$ cat config.mk
export PLATFORM = sky130hd
export DESIGN_NAME = li_expand_seq
export DESIGN_NICKNAME = d
export VERILOG_FILES = /design/src/rtl/li_expand_seq.sv
export SDC_FILE = /design/constraint.sdc
export NUM_CORES = 1
export LEC_CHECK = 0
export CORE_MARGIN = 5
export CORE_UTILIZATION = 30
export DETAILED_ROUTE_END_ITERATION = 12
export PLACE_DENSITY = 0.6
export SYNTH_ARGS = -nofsm -noshare
export SYNTH_HDL_FRONTEND = slang
export SYNTH_SLANG_ARGS = --single-unit
$ cat constraint.sdc
create_clock -name clk -period 2.5 [get_ports clk]
set_clock_uncertainty 0.15 [all_clocks]
set_input_delay 0.625 -clock clk [delete_from_list [all_inputs] [get_ports clk]]
set_output_delay 0.625 -clock clk [all_outputs]
set_load 0.1 [all_outputs]
$ cat src/rtl/li_expand_seq.sv
// Expands `li rd, imm32` into one or two register-file write micro-ops,
// arbitrating for the shared write port and aborting on grant timeout.
module li_expand_seq #(
  parameter int ADDR_W   = 5,
  parameter int MAX_WAIT = 15
) (
  input  logic              clk,
  input  logic              rst,
  input  logic              req_valid,
  output logic              req_ready,
  input  logic [ADDR_W-1:0] req_rd,
  input  logic [31:0]       req_imm,
  output logic              wr_req,
  input  logic              wr_gnt,
  output logic              wr_en,
  output logic [ADDR_W-1:0] wr_addr,
  output logic [31:0]       wr_data,
  output logic              busy,
  output logic              done,
  output logic              err,
  output logic [1:0]        nwrites
);

  typedef enum logic [1:0] {S_IDLE, S_UPPER, S_LOWER, S_FIN} state_t;
  typedef enum logic [1:0] {M_ZERO, M_SINGLE, M_DOUBLE} mode_t;

  localparam logic [7:0] WAIT_LIMIT = 8'(MAX_WAIT);

  state_t              state_q;
  mode_t               mode_q;
  logic [31:0]         imm_q;
  logic [7:0]          wait_q;
  logic                wr_req_q;
  logic [ADDR_W-1:0]   wr_addr_q;
  logic [31:0]         wr_data_q;
  logic                done_q;
  logic                err_q;
  logic [1:0]          nwrites_q;

  mode_t               req_mode;
  logic [7:0]          wait_d;
  logic                timeout;

  always_comb begin
    req_mode = M_DOUBLE;
    if (req_rd == '0)
      req_mode = M_ZERO;
    else if (req_imm[15:0] == 16'h0000 || req_imm[31:16] == 16'h0000)
      req_mode = M_SINGLE;
  end

  // The counter value this cycle would reach; hitting the limit without a
  // grant aborts, so wr_req is held for at most MAX_WAIT cycles per micro-op.
  assign wait_d  = wait_q + 8'd1;
  assign timeout = !wr_gnt && (wait_d == WAIT_LIMIT);

  always_ff @(posedge clk) begin
    if (rst) begin
      state_q   <= S_IDLE;
      mode_q    <= M_ZERO;
      imm_q     <= '0;
      wait_q    <= '0;
      wr_req_q  <= 1'b0;
      wr_addr_q <= '0;
      wr_data_q <= '0;
      done_q    <= 1'b0;
      err_q     <= 1'b0;
      nwrites_q <= '0;
    end else begin
      done_q <= 1'b0;
      err_q  <= 1'b0;
      case (state_q)
        S_IDLE: begin
          if (req_valid) begin
            imm_q  <= req_imm;
            mode_q <= req_mode;
            wait_q <= '0;
            if (req_mode == M_ZERO) begin
              state_q   <= S_FIN;
              done_q    <= 1'b1;
              nwrites_q <= 2'd0;
            end else begin
              state_q   <= S_UPPER;
              wr_req_q  <= 1'b1;
              wr_addr_q <= req_rd;
              wr_data_q <= (req_mode == M_DOUBLE) ? {req_imm[31:16], 16'h0000} : req_imm;
            end
          end
        end
        S_UPPER, S_LOWER: begin
          if (wr_gnt) begin
            wait_q    <= '0;
            nwrites_q <= (state_q == S_LOWER) ? 2'd2 : 2'd1;
            if (state_q == S_UPPER && mode_q == M_DOUBLE) begin
              state_q   <= S_LOWER;
              wr_data_q <= imm_q;
            end else begin
              state_q   <= S_FIN;
              done_q    <= 1'b1;
              wr_req_q  <= 1'b0;
              wr_addr_q <= '0;
              wr_data_q <= '0;
            end
          end else if (timeout) begin
            state_q   <= S_IDLE;
            err_q     <= 1'b1;
            wait_q    <= '0;
            wr_req_q  <= 1'b0;
            wr_addr_q <= '0;
            wr_data_q <= '0;
            nwrites_q <= (state_q == S_LOWER) ? 2'd1 : 2'd0;
          end else begin
            wait_q <= wait_d;
          end
        end
        S_FIN: begin
          state_q <= S_IDLE;
        end
        default: begin
          state_q <= S_IDLE;
        end
      endcase
    end
  end

  assign req_ready = (state_q == S_IDLE) && !rst;
  assign busy      = (state_q != S_IDLE);
  assign wr_req    = wr_req_q;
  assign wr_en     = wr_req_q && wr_gnt;
  assign wr_addr   = wr_addr_q;
  assign wr_data   = wr_data_q;
  assign done      = done_q;
  assign err       = err_q;
  assign nwrites   = nwrites_q;

endmodule

==> results.py <==
metrics = {
    "outcome": {
        "status": "finished clean",
    },
    "grt": {
        "globalRouteOverflowTotal": 0,
        "grt_pass1_vias": 4108,
        "grtUsageTotal_pct": 14.14,
        "antenna_found_initial": 0,
        "grt_max_degree": 75,
        "grt_pass1_wl_um": 20600,
    },
    "die": {
        "die_w_um": 131.7,
        "fp.dieH_um": 131.7,
        "num_io_pins": 86,
        "rows": 44,
        "dieArea_um2": 17350,
        "core_um2": 14530,
        "start_util_pct": 30.58,
    },
    "critical_path": {
        "start_kind": "input pin",
        "cp_num_cells": 7,
        "crit_slowest_cell": "or4_4",
        "critPathMaxStageDelay_ns": 0.46,
        "crit_path_end_kind": "flip-flop",
        "reg2regPathDepth": 8,
        "crit_required_ns": 2.57,
        "cp_top_family": "buffers and inverters",
        "r2r_start": "wait_q[0]",
        "reg2reg_to": "wr_data[28]",
        "crit_path_max_fanout": 7,
        "reg2reg_slack_ns": 0.10,
        "path_class": "in -> reg",
        "path_cells": "clkdlybuf4s50_1 > or4_4 > o21a_4 > o2bb2ai_4 > buf_6 > buf_12 > mux2_4",
        "worst-path-buf-inv": 3,
        "critPathArrivalTime_ns": 2.50,
    },
    "placement": {
        "numPortBuffers": 85,
        "dp_cells": 812,
        "placed_area_um2": 5720,
        "dpl.hpwl_um": 8701,
        "place_congestion": 0.7835,
    },
    "clocking": {
        "cts_tree": "built",
        "clkTransAtPathRegs_ns": 0.06,
        "cts_root_buf": "clkbuf_16",
        "clock_sinks": 86,
        "htree_num_levels": 3,
        "ctsHoldBuffers": 0,
        "cts_max_path_buffers": 2,
        "worstSkewPairLatency_ns": 0.33,
        "cts_inserted_buffers": 9,
    },
    "detailed_routing": {
        "drcViolationCount": 0,
        "viasPerCell": 4.947,
        "drt_wl_total_um": 12530,
        "detail_route.wl_per_cell_um": 15.06,
        "drt_first_iter_violations": 306,
        "firstDrtPassIters": 4,
        "num_vias": 4116,
        "ant_nets": 0,
    },
    "yosys": {
        "avgSynthCellArea_um2": 8.338,
        "async_reset_ff_share_pct": 0,
        "yosysTopAreaCell": "dfxtp_1",
        "ys.warnings.count": 0,
        "synth_top_area_share_pct": 38.74,
        "syn_nets": 582,
        "synthFlopType": "dfxtp_1",
        "netlist_area_um2": 4444,
        "synth-seq-cells": 86,
        "seq_area_frac_synth_pct": 38.74,
        "synth_edf_count": 0,
        "synth_area_leaders": "dfxtp_1 39%, a21oi_1 6.9%, nand2_1 6.3%",
        "syn_inst": 533,
        "ys_types": 46,
    },
    "layout": {
        "syn_to_final_growth_pct": 37.13,
        "layout.cells.non_filler": 832,
        "drive_gt1_share_pct": 23.15,
        "nets": 692,
        "antennaDiodeCount": 0,
        "fin_area_um2": 6095,
    },
    "sta": {
        "finalHoldViolCount": 0,
        "tightest_slew_ns": 0.3999,
        "holdWs_ns": 0.3054,
        "period_share_pct": 97.32,
        "fmax_mhz": 411.0,
        "setup_viol": 0,
        "slew_headroom_pct": 73.34,
        "drv_slew": 0,
        "period_minus_slack_ns": 2.433,
        "rsz0062_at_grt": "false",
    },
    "worst_hold_path": {
        "worstHoldStart": "imm_q[6]",
        "hold_path_end": "imm_q[6]",
        "hold_depth": 2,
        "hp-class": "reg -> reg",
    },
    "power_and_ir_drop": {
        "peakVddDrop_v": 0.0003461,
        "power.density_nw_per_um2": 880.6,
        "leakagePower_nw": 2.607,
    },
    "run": {
        "drv_cap": 0,
    },
}
## stage by stage
stage	worst slack, ns	setup TNS [ns]	total power, mW	utilization (%)
2_1_floorplan	0.03622	0	3.305	-
3_3_place_gp	-0.3415	-11.85	3.952	39.36
3_5_place_dp	-0.4106	-14.99	3.996	39.36
4_1_cts	0.005048	0	5.394	41.79
5_1_grt	0.008942	0	5.636	41.93
6_report	0.06699	0	5.367	41.93
## tightest hold or removal path, delay by kind of cell, from the launching register on
kind	cells	cell delay (ns)
simple gates	1	0.05
compound gates	1	0.05
flops	1	0.31
## state kept, by name (all words and copies together), names as in the netlist
signal,flops
nwrites,2
err,1
wr_req,1
state_q,2
wr_addr,5
wr_data,32
imm_q,32
done,1
wait_q,8
mode_q,2
## where the power goes
| group | switching, mW | leakage [nW] | internal [mW] |
|---|---|---|---|
| logic | 1.56 | 1.77 | 0.881 |
| clock network | 0.557 | 0.139 | 0.732 |
| registers | 0.0960 | 0.701 | 1.54 |
## area by class of cell
class	instances	area, µm²
fillers	1464	8439
multi-input cells	388	2521
flip-flops and latches	86	1722
repair buffers	138	1260
clock buffers	12	256.5
well taps	184	230.2
inverters	20	75.07
clock inverters	4	30.03
## layout by cell type, fill, tap and decap left out, types with 18 or more instances in the layout
cell type	n
mux2i_1	19
nor2_1	29
nor2b_1	35
nand2b_1	30
nand2_1	74
dfxtp_1	86
a21oi_1	60
inv_1	20
o21bai_1	18
clkdlybuf4s50_1	36
buf_4	87
## Yosys cell counts (2+ instances only)
cell	count
a211oi_1	15
a21oi_1	61
a22o_1	16
a32oi_1	2
and2_1	2
buf_2	3
buf_6	2
clkbuf_1	32
dfxtp_1	86
ha_1	8
inv_1	20
mux2_2	3
mux2_4	14
mux2i_1	19
nand2_1	74
nand2b_1	30
nand3_1	6
nand4_1	5
nor2_1	30
nor2b_1	36
nor3_1	5
nor4_1	8
o211ai_1	2
o21ai_0	8
o21bai_1	18
or2_2	2
or3_1	2
or4_1	2
or4b_2	5
## worst max-delay path by stage
| stage | slack [ns] | end | from |
|---|---|---|---|
| 6_report | 0.07 | wr_data[28] | req_rd[1] |
| 5_1_grt | 0.009 | wr_data[28] | wait_q[0] |
| 4_1_cts | 0.005 | wr_data[28] | req_rd[1] |
| 3_5_place_dp | -0.41 | wr_data[22] | req_rd[1] |
| 3_3_place_gp | -0.34 | wr_data[19] | req_rd[1] |
| 2_1_floorplan | 0.04 | req_ready | rst |
## layer usage
layer  up-vias  global-route usage [%]  share of wire [%]
li1       2055                       -                  -
met5         -                       0                  0
met1      1953                   18.10                 46
met4         0                   4.800                1.3
met2        94                   24.24                 49
met3        14                   2.179                3.2
## cell families after synthesis
logic type,after synthesis,synth area share [%]
mux,36,9.769
compound gates,130,18.89
flops,86,38.74
fa+ha+maj,8,2.252
xor+xnor,2,0.3942
simple gates,212,24.47
buf+inv,59,5.490
## timing repair
action,4_1_cts,5_1_grt
gates cloned,1,0
setup buffers,3,0
pin swaps,3,2
gates resized for setup,7,13
endpoints found under the setup margin,32,41
(Power assumes the default switching activity.)
